[config.mk]
export PLATFORM = sky130hd
export DESIGN_NAME = seg7_mux_display
export DESIGN_NICKNAME = d
export VERILOG_FILES = /design/src/rtl/seg7_mux_display.sv
export SDC_FILE = /design/constraint.sdc
export NUM_CORES = 1
export LEC_CHECK = 0
export CORE_MARGIN = 2
export CORE_UTILIZATION = 45
export DETAILED_ROUTE_END_ITERATION = 10
export PLACE_DENSITY = 0.74
export SLEW_MARGIN = 15
export SYNTH_ARGS = -nofsm -noshare
export SYNTH_HDL_FRONTEND = slang
export SYNTH_SLANG_ARGS = --single-unit
export TNS_END_PERCENT = 5
[constraint.sdc]
create_clock -name clk -period 4.12 [get_ports clk]
set_input_delay 0.618 -clock clk [delete_from_list [all_inputs] [get_ports clk]]
set_output_delay 0.618 -clock clk [all_outputs]
set_load 0.005 [all_outputs]
[src/rtl/seg7_mux_display.sv]
// seg7_mux_display
//   Time-multiplexed seven-segment controller for an N-digit common-cathode
//   display. It shows a captured value in hex or unsigned decimal. Decimal
//   values go through a bit-serial double-dabble converter.
//
// Ports
//   clk       system clock
//   rst       synchronous, active-high reset
//   din       value to display (unsigned, DATA_W bits)
//   load      one-cycle strobe: capture din / dec_mode and start an update
//   dec_mode  sampled with load: 0 = hex, 1 = decimal
//   blank_en  live control: 1 = blank leading zero digits
//   grounds   one-hot digit enable (bit 0 = rightmost digit)
//   display   segments {g,f,e,d,c,b,a}, 1 = lit
//   busy      decimal conversion in progress
//   ovf       last captured value did not fit in DIGITS digits
//
// Handshake: load is a fire-and-forget strobe with no ready. A load in any
// state is accepted. A later load always replaces an earlier one, including
// one whose conversion is still running. busy reports only whether a decimal
// conversion is in flight. The internal FSM register is named 'state' and
// can be probed hierarchically.
module seg7_mux_display #(
    parameter int DATA_W      = 16,
    parameter int DIGITS      = 4,
    parameter int REFRESH_DIV = 50000
) (
    input  logic              clk,
    input  logic              rst,
    input  logic [DATA_W-1:0] din,
    input  logic              load,
    input  logic              dec_mode,
    input  logic              blank_en,
    output logic [DIGITS-1:0] grounds,
    output logic [6:0]        display,
    output logic              busy,
    output logic              ovf
);

    localparam int BCD_W = 4 * DIGITS;
    localparam int PAD_W = DATA_W + BCD_W;
    localparam int IDX_W = (DIGITS > 1) ? $clog2(DIGITS) : 1;
    localparam int RC_W  = (REFRESH_DIV > 1) ? $clog2(REFRESH_DIV) : 1;
    localparam int CNT_W = $clog2(DATA_W + 1);

    typedef enum logic {
        IDLE = 1'b0,
        CONV = 1'b1
    } state_t;

    state_t state, state_next;

    // Conversion datapath
    logic [DATA_W-1:0] bin;
    logic [BCD_W-1:0]  bcd;
    logic [BCD_W-1:0]  bcd_adj;
    logic [CNT_W-1:0]  bit_cnt;
    logic              sticky;
    logic              shift_out;
    logic              conv_done;
    logic              conv_shift;

    // Hex path: a hex load is written one cycle after it is captured
    logic              hex_pend;
    logic [DATA_W-1:0] hex_val;
    logic [PAD_W-1:0]  hex_pad;
    logic              hex_over;

    // Digit buffer scanned by the display
    logic [BCD_W-1:0]  code_buf;
    logic [DIGITS-1:0] dash_buf;

    // Scan
    logic [RC_W-1:0]   rc;
    logic [IDX_W-1:0]  idx;
    logic [IDX_W-1:0]  idx_next;
    logic              wrap;
    logic [DIGITS-1:0] lead_zero;
    logic [DIGITS-1:0] grounds_next;
    logic [6:0]        display_next;

    function automatic logic [6:0] seg_of(input logic [3:0] code);
        logic [6:0] s;
        case (code)
            4'h0: s = 7'h3F;
            4'h1: s = 7'h06;
            4'h2: s = 7'h5B;
            4'h3: s = 7'h4F;
            4'h4: s = 7'h66;
            4'h5: s = 7'h6D;
            4'h6: s = 7'h7D;
            4'h7: s = 7'h07;
            4'h8: s = 7'h7F;
            4'h9: s = 7'h6F;
            4'hA: s = 7'h77;
            4'hB: s = 7'h7C;
            4'hC: s = 7'h39;
            4'hD: s = 7'h5E;
            4'hE: s = 7'h79;
            default: s = 7'h71;
        endcase
        return s;
    endfunction

    // ---------------------------------------------------------------- FSM
    always_ff @(posedge clk) begin
        if (rst) state <= IDLE;
        else     state <= state_next;
    end

    assign conv_done  = (state == CONV) && !load && (bit_cnt == CNT_W'(DATA_W));
    assign conv_shift = (state == CONV) && !load && (bit_cnt != CNT_W'(DATA_W));

    always_comb begin
        state_next = state;
        case (state)
            IDLE: begin
                if (load && dec_mode) state_next = CONV;
            end
            CONV: begin
                // A new load restarts (decimal) or aborts (hex) the conversion
                if (load)           state_next = dec_mode ? CONV : IDLE;
                else if (conv_done) state_next = IDLE;
            end
            default: state_next = IDLE;
        endcase
    end

    // ----------------------------------------------------- double dabble
    always_comb begin
        bcd_adj = bcd;
        for (int i = 0; i < DIGITS; i++) begin
            if (bcd[4*i +: 4] >= 4'd5) bcd_adj[4*i +: 4] = bcd[4*i +: 4] + 4'd3;
        end
    end

    // A 1 leaving the top BCD digit means the value needs more than DIGITS digits
    assign shift_out = bcd_adj[BCD_W-1];

    // Nibble i of the zero-extended value is digit i. Any bit above the
    // digit field means the value cannot be shown.
    always_comb begin
        hex_pad  = PAD_W'(hex_val);
        hex_over = |(hex_pad >> BCD_W);
    end

    always_ff @(posedge clk) begin
        if (rst) begin
            bin      <= '0;
            bcd      <= '0;
            bit_cnt  <= '0;
            sticky   <= 1'b0;
            hex_pend <= 1'b0;
            hex_val  <= '0;
            code_buf <= '0;
            dash_buf <= '0;
            ovf      <= 1'b0;
            busy     <= 1'b0;
        end else begin
            if (load) begin
                hex_pend <= !dec_mode;
                if (dec_mode) begin
                    bin     <= din;
                    bcd     <= '0;
                    bit_cnt <= '0;
                    sticky  <= 1'b0;
                end else begin
                    hex_val <= din;
                end
            end else begin
                hex_pend <= 1'b0;
                if (conv_shift) begin
                    bcd     <= {bcd_adj[BCD_W-2:0], bin[DATA_W-1]};
                    bin     <= bin << 1;
                    bit_cnt <= bit_cnt + CNT_W'(1);
                    sticky  <= sticky | shift_out;
                end
            end

            // A hex write and a conversion write can never share an edge.
            // A pending hex write means the previous edge left or stayed in IDLE.
            if (hex_pend) begin
                code_buf <= hex_pad[BCD_W-1:0];
                dash_buf <= {DIGITS{hex_over}};
                ovf      <= hex_over;
            end else if (conv_done) begin
                code_buf <= bcd;
                dash_buf <= {DIGITS{sticky}};
                ovf      <= sticky;
            end

            busy <= (state == CONV) && !conv_done && !(load && !dec_mode);
        end
    end

    // --------------------------------------------------------------- scan
    assign wrap = (rc == RC_W'(REFRESH_DIV - 1));

    always_comb begin
        idx_next = idx;
        if (wrap) idx_next = (idx == IDX_W'(DIGITS - 1)) ? '0 : idx + IDX_W'(1);
    end

    // lead_zero[i]: digits i..DIGITS-1 are all zero
    always_comb begin
        logic above;
        above     = 1'b1;
        lead_zero = '0;
        for (int i = DIGITS - 1; i >= 0; i--) begin
            above        = above && (code_buf[4*i +: 4] == 4'd0);
            lead_zero[i] = above;
        end
    end

    // Outputs are registered from the index the counter is moving to. The
    // enable and the segments therefore switch on the same edge, and each
    // digit stays lit for exactly REFRESH_DIV cycles.
    always_comb begin
        int sel;
        sel          = int'(idx_next);
        grounds_next = DIGITS'(1) << idx_next;
        display_next = seg_of(code_buf[sel*4 +: 4]);
        if (dash_buf[sel])
            display_next = 7'h40;
        else if (blank_en && (sel != 0) && !(|dash_buf) && lead_zero[sel])
            display_next = 7'h00;
    end

    always_ff @(posedge clk) begin
        if (rst) begin
            rc      <= '0;
            idx     <= '0;
            grounds <= DIGITS'(1);
            display <= 7'h3F;
        end else begin
            rc      <= wrap ? '0 : rc + RC_W'(1);
            idx     <= idx_next;
            grounds <= grounds_next;
            display <= display_next;
        end
    end

endmodule

==> results of run 1 <==
-- metal layers --
metal / share of wire [%] / up-vias
li1: - / 1982
met5: 0 / -
met4: 1.3 / 0
met3: 5.3 / 11
met1: 45 / 1891
met2: 48 / 116
-- layout by cell type, fill, tap and decap left out, types with 6 or more instances in the layout --
| cell | count |
|---|---|
| nor3_1 | 14 |
| nand3_1 | 18 |
| mux2i_1 | 20 |
| nand2_1 | 38 |
| a211oi_1 | 6 |
| nor2_1 | 78 |
| inv_1 | 16 |
| xor2_1 | 12 |
| dfxtp_1 | 103 |
| clkbuf_8 | 9 |
| o21ai_0 | 12 |
| clkdlybuf4s50_1 | 32 |
| xnor2_1 | 10 |
| a22oi_1 | 12 |
| buf_4 | 7 |
| and3_1 | 6 |
| ha_1 | 15 |
| a21oi_1 | 51 |
| a22o_1 | 16 |
-- state kept, by name (all words and copies together), names as in the netlist --
name and flops:
bin 16, hex_val 16, busy 1, display 7, rc 16, code_buf 16, hex_pend 1, grounds 4
state 1, idx 2, sticky 1, dash_buf 1, bcd 16, bit_cnt 5
-- kinds of logic after synthesis --
logic type      count (synthesis)  share of synthesized area (%)
fa+ha+maj                      15                           3.93
compound gates                145                           21.1
xor+xnor                       22                           4.03
buf+inv                        49                           4.40
flops                         103                           43.2
mux                            22                           4.71
simple gates                  190                           18.7
-- layout make-up --
type,instances,share of cell area [%]
inverter,17,1.18
sequential,103,38.2
clock inverter,7,1.74
tap,136,3.15
clock buffer,9,2.29
timing repair buffer,40,7.00
multi-input combinational,394,46.5
-- worst max-delay path by stage --
stage / from / end / slack, ns
floorplan: rc[4] / display[3] / 0.94
global placement: rc[4] / display[3] / 0.75
detailed placement: rc[4] / display[3] / 0.63
CTS: rc[4] / display[3] / 0.56
global route: rc[4] / display[3] / 0.29
finish: rc[4] / display[3] / 0.58
-- stage by stage --
stage | hold slack, ns | setup slack, ns
global placement | 0.423 | 0.749
finish | 0.448 | 0.584
detailed placement | 0.435 | 0.627
global route | 0.476 | 0.290
floorplan | 0.413 | 0.940
CTS | 0.450 | 0.565
-- where the power goes --
group | total [mW] | internal, mW | switching [mW] | leakage, nW
Sequential | 1.04 | 1.02 | 0.0180 | 0.835
Clock | 0.659 | 0.252 | 0.408 | 0.108
Combinational | 0.113 | 0.0486 | 0.0640 | 1.19
==> flow_metrics.env, run 1 <==
export IMPL_async_flop_share_pct=0
export IMPL_antenna_found_initial=0
export IMPL_finalCriticalPeriod_ns=3.54
export IMPL_yosysMostFrequentCell="dfxtp_1"
export IMPL_arrival_ns=3.83
export IMPL_total_power_mw=1.81
export IMPL_wl_per_cell_um=15.3
export IMPL_cts_root_buf="clkbuf_8"
export IMPL_die_area_mm2=0.0115
export IMPL_postRouteAntennaNets=0
export IMPL_grt_total_usage_pct=19.7
export IMPL_yosys_register_bits=103
export IMPL_synth_flop_cell="dfxtp_1"
export IMPL_die_w_um=107
export IMPL_start_util_pct=46.3
export IMPL_hp_class="reg -> reg"
export IMPL_routed_wl_um=10800
export IMPL_fin_tns_setup_ns=0
export IMPL_syn_area_mm2=0.00478
export IMPL_drtIter0Drc=343
export IMPL_ys_types=63
export IMPL_cp_slowest_stage_delay_ns=0.59
export IMPL_cts_tree="yes"
export IMPL_synth_commonest_cells="dfxtp_1, nor2_1, a21oi_1"
export IMPL_core_area_mm2=0.0103
export IMPL_place_area_mm2=0.00518
export IMPL_ctsResizeCount=0
export IMPL_hold_path_depth=1
export IMPL_clkSinkCount=103
export IMPL_r2r_end="display[3]"
export IMPL_fmax_ghz=0.283
export IMPL_hpwl_um=7590
export IMPL_holdBufCountCts=0
export IMPL_busiest_layer="met2"
export IMPL_regArea_mm2=0.00206
export IMPL_end_kind="register"
export IMPL_vias=4000
export IMPL_drive_gt1_share_pct=7.54
export IMPL_syn_avg_cell_area_um2=8.75
export IMPL_clock_latency_ns=0.38
export IMPL_use_met2_pct=33.0
export IMPL_rows=37
export IMPL_grtUsageMet1_pct=24.7
export IMPL_syn_inst=546
export IMPL_slew_headroom_pct=28.5
export IMPL_clkSlewWorstSetupHoldPaths_ns=0.11
export IMPL_min_to="rc[0]"
export IMPL_finalHoldViolations=0
export IMPL_routed_via_density=5.67
export IMPL_dpl_cell_count=690
export IMPL_die_y_um=107
export IMPL_min_delay_start="rc[0]"
export IMPL_rsz0062_at_grt="no"
export IMPL_grtUsageMet3_pct=4.74
export IMPL_synth_top_area_share_pct=43.2
export IMPL_ir_worst_vdd_uv=181
export IMPL_cp_start_kind="register"
export IMPL_setup_viol=0
export IMPL_cts_buffers=9
export IMPL_clk_path_buf_depth=2
export IMPL_grt_pass1_vias=3798
export IMPL_cp_top_family="simple AND/OR/NAND/NOR gates"
export IMPL_post_route_cell_area_mm2=0.00540
export IMPL_worst_path_stages=10
export IMPL_final_cell_count_no_fill=706
export IMPL_critPathSlowestCell="o41ai_4"
export IMPL_finish_utilization_pct=52.3
export IMPL_power_density_mw_per_mm2=335
export IMPL_num_fill_cells=936
export IMPL_grt_max_degree=46
export IMPL_syn_nets=582
export IMPL_multiInputGateArea_mm2=0.00251
export IMPL_synth_edff_count=0
export IMPL_fin_nets=601
export IMPL_crit_chain="or4b_4, o41ai_4, and2_1, a211oi_1, nor2_1, ha_1, nand2_1, a2111o_1, o2111ai_1, o31ai_1"
export IMPL_r2r_cells=10
export IMPL_htree_num_levels=3
export IMPL_portBuffers=33
export IMPL_yosys_area_top_type="dfxtp_1"
export IMPL_path_buf_inv=0
export IMPL_path_max_fanout=15
export IMPL_required_ns=4.41
export IMPL_drv_cap=0
export IMPL_routabilityCongestion=0.856
export IMPL_overflow=0
export IMPL_antenna_cells=0
export IMPL_outcome="finished, final reports clean"
export IMPL_yosysWarnings=0
export IMPL_grt_pass1_wl_um=18100
export IMPL_dr_pass1_iters=6
export IMPL_r2r_start="rc[4]"
export IMPL_reg2reg_slack_ns=0.58
export IMPL_post_cts_setup_buffers=0
export IMPL_slew_violations=0
export IMPL_io_pins=34
export IMPL_drc=0
export IMPL_power_leakage_nw=2.13
export IMPL_syn2layout_area_growth_pct=13.1
export IMPL_fin_crit_sh_pct=85.8
export IMPL_synth_area_top_cells="dfxtp_1, nor2_1, a21oi_1, mux2i_1, ha_1"
export IMPL_yosysSeqAreaShare_pct=43.2
export IMPL_tightest_slew_ns=1.07
export IMPL_fin_skew_ns=0.0109
export IMPL_worst_setup_path_type="reg -> reg"
Power figures use the tool's default switching activity.
==> inputs of run 2 (changes only) <==
Settings changed: MAX_ROUTING_LAYER from default to met4.
==> run 2 against run 1 <==
Against the previous run: clock power fell by 12%; worst setup slack got worse by 0.010 ns; combinational power barely moved; final area fell by 0.86%; count of clock-buffer cells in the layout rose by 1; sequential cell count did not move; first-iteration DRC count fell by 13%; largest cell class unchanged; highest routed layer unchanged.
==> flow_metrics.env, run 2 (same netlist as run 1, synthesis figures left out) <==
export IMPL_drive_gt1_share_pct=7.21
export IMPL_grt_total_usage_pct=20.5
export IMPL_routed_wl_um=10900
export IMPL_power_leakage_nw=2.10
export IMPL_core_area_mm2=0.0103
export IMPL_ir_worst_vdd_uv=218
export IMPL_cp_start_kind="register"
export IMPL_antenna_cells=0
export IMPL_slew_violations=0
export IMPL_post_cts_setup_buffers=0
export IMPL_slew_headroom_pct=28.4
export IMPL_portBuffers=33
export IMPL_final_common_cell="dfxtp_1"
export IMPL_end_kind="register"
export IMPL_outcome="finished, final reports clean"
export IMPL_holdBufCountCts=0
export IMPL_clk_path_buf_depth=2
export IMPL_clock_latency_ns=0.38
export IMPL_antenna_found_initial=0
export IMPL_overflow=0
export IMPL_drtIter0Drc=300
export IMPL_post_route_cell_area_mm2=0.00536
export IMPL_fin_crit_sh_pct=86.1
export IMPL_ctsResizeCount=0
export IMPL_path_max_fanout=6
export IMPL_p_int_mw=1.29
export IMPL_routed_via_density=5.74
export IMPL_p_sw_mw=0.439
export IMPL_drc=0
export IMPL_grt_pass1_wl_um=18300
export IMPL_final_cell_mix="dfxtp_1, nor2_1, a21oi_1"
export IMPL_rsz0062_at_grt="no"
export IMPL_power_density_mw_per_mm2=323
export IMPL_htree_num_levels=3
export IMPL_clkSlewWorstSetupHoldPaths_ns=0.10
export IMPL_syn2layout_area_growth_pct=12.1
export IMPL_start_util_pct=46.3
export IMPL_die_area_mm2=0.0115
export IMPL_clkSinkCount=103
export IMPL_wl_per_cell_um=15.5
export IMPL_fin_skew_ns=0.0108
export IMPL_cts_buffers=9
export IMPL_fmax_ghz=0.282
export IMPL_rows=37
export IMPL_pwr_share_comb_pct=6.5
export IMPL_cts_root_buf="clkbuf_8"
export IMPL_hp_class="reg -> reg"
export IMPL_fin_tns_setup_ns=0
export IMPL_arrival_ns=3.81
export IMPL_routabilityCongestion=0.873
export IMPL_p_seq_share_pct=59.9
export IMPL_grt_pass1_vias=3718
export IMPL_worst_setup_path_type="reg -> reg"
export IMPL_required_ns=4.38
export IMPL_die_w_um=107
export IMPL_place_area_mm2=0.00518
export IMPL_postRouteAntennaNets=0
export IMPL_io_pins=34
export IMPL_switching_share_pct=25.4
export IMPL_die_y_um=107
export IMPL_fin_nets=601
export IMPL_finalCriticalPeriod_ns=3.55
export IMPL_cts_tree="yes"
export IMPL_hpwl_um=7660
export IMPL_grt_max_degree=48
export IMPL_hold_ws_ns=0.446
export IMPL_vias=4049
export IMPL_dr_pass1_iters=5
export IMPL_pwr_share_clk_pct=33.6
export IMPL_tightest_slew_ns=1.07
export IMPL_drv_cap=0
export IMPL_finalHoldViolations=0
export IMPL_setup_viol=0
run 2: cell types whose count changed in the layout (fill, tap and decap cells not counted), sizes merged:
| cell | before | now |
|---|---|---|
| clkbuf | 9 | 10 |
| inv | 21 | 19 |
| clkinvlp | 0 | 2 |
| clkinv | 3 | 1 |
run 2: per-stage QoR:
| step | power (mW) | util, % | instances | setup WS, ns |
|---|---|---|---|---|
| after floorplan | 1.12 | - | 546 | 0.940 |
| after global placement | 1.17 | 50.2 | 690 | 0.759 |
| after detailed placement | 1.17 | 50.2 | 690 | 0.607 |
| after CTS | 1.75 | 51.9 | 705 | 0.593 |
| after global routing | 1.81 | 51.9 | 705 | 0.348 |
| final | 1.73 | 51.9 | 705 | 0.574 |
run 2: worst paths after layout:
| check | slack, ns | endpoint | start | depth (start not counted) |
|---|---|---|---|---|
| max | 0.57 | display[3] | rc[4] | 10 |
| min | 0.45 | rc[0] | rc[0] | 1 |
| max reg2reg | 0.57 | display[3] | rc[4] | 10 |
| min reg2reg | 0.45 | rc[0] | rc[0] | 1 |
run 2: routing by layer:
metal | track usage, % | vias up | wire length [um] | share of wire (%)
met1 | 25.4 | 1928 | 4820 | 44
met2 | 33.4 | 126 | 5320 | 49
met3 | 4.19 | 14 | 607 | 5.6
met4 | 7.05 | 0 | 162 | 1.5
li1 | - | 1981 | - | -
met5 | - | - | 0 | 0
run 2: critical path: stages (launching register included):
cell,delay [ns]
dfxtp_1,0.37
or4b_4,0.59
nor4_1,0.61
mux2_2,0.48
a211oi_1,0.33
nor2_1,0.15
ha_1,0.34
nand2_1,0.06
a2111o_1,0.31
o2111ai_1,0.11
o31ai_1,0.08
run 2: final cells by class:
class / instances / area [um^2]
multi-input combinational: 394 / 2510
sequential: 103 / 2060
clock buffer: 10 / 128
fill: 956 / 4970
tap: 136 / 170
inverter: 17 / 63.8
clock inverter: 5 / 43.8
timing repair buffer: 40 / 378
run 2: power groups by stage:
stage | clock network, mW | logic [mW] | registers (mW)
after floorplan | 0 | 0.0710 | 1.05
after global routing | 0.645 | 0.125 | 1.04
after global placement | 0 | 0.110 | 1.06
after CTS | 0.599 | 0.113 | 1.04
final | 0.581 | 0.113 | 1.04
after detailed placement | 0 | 0.112 | 1.06
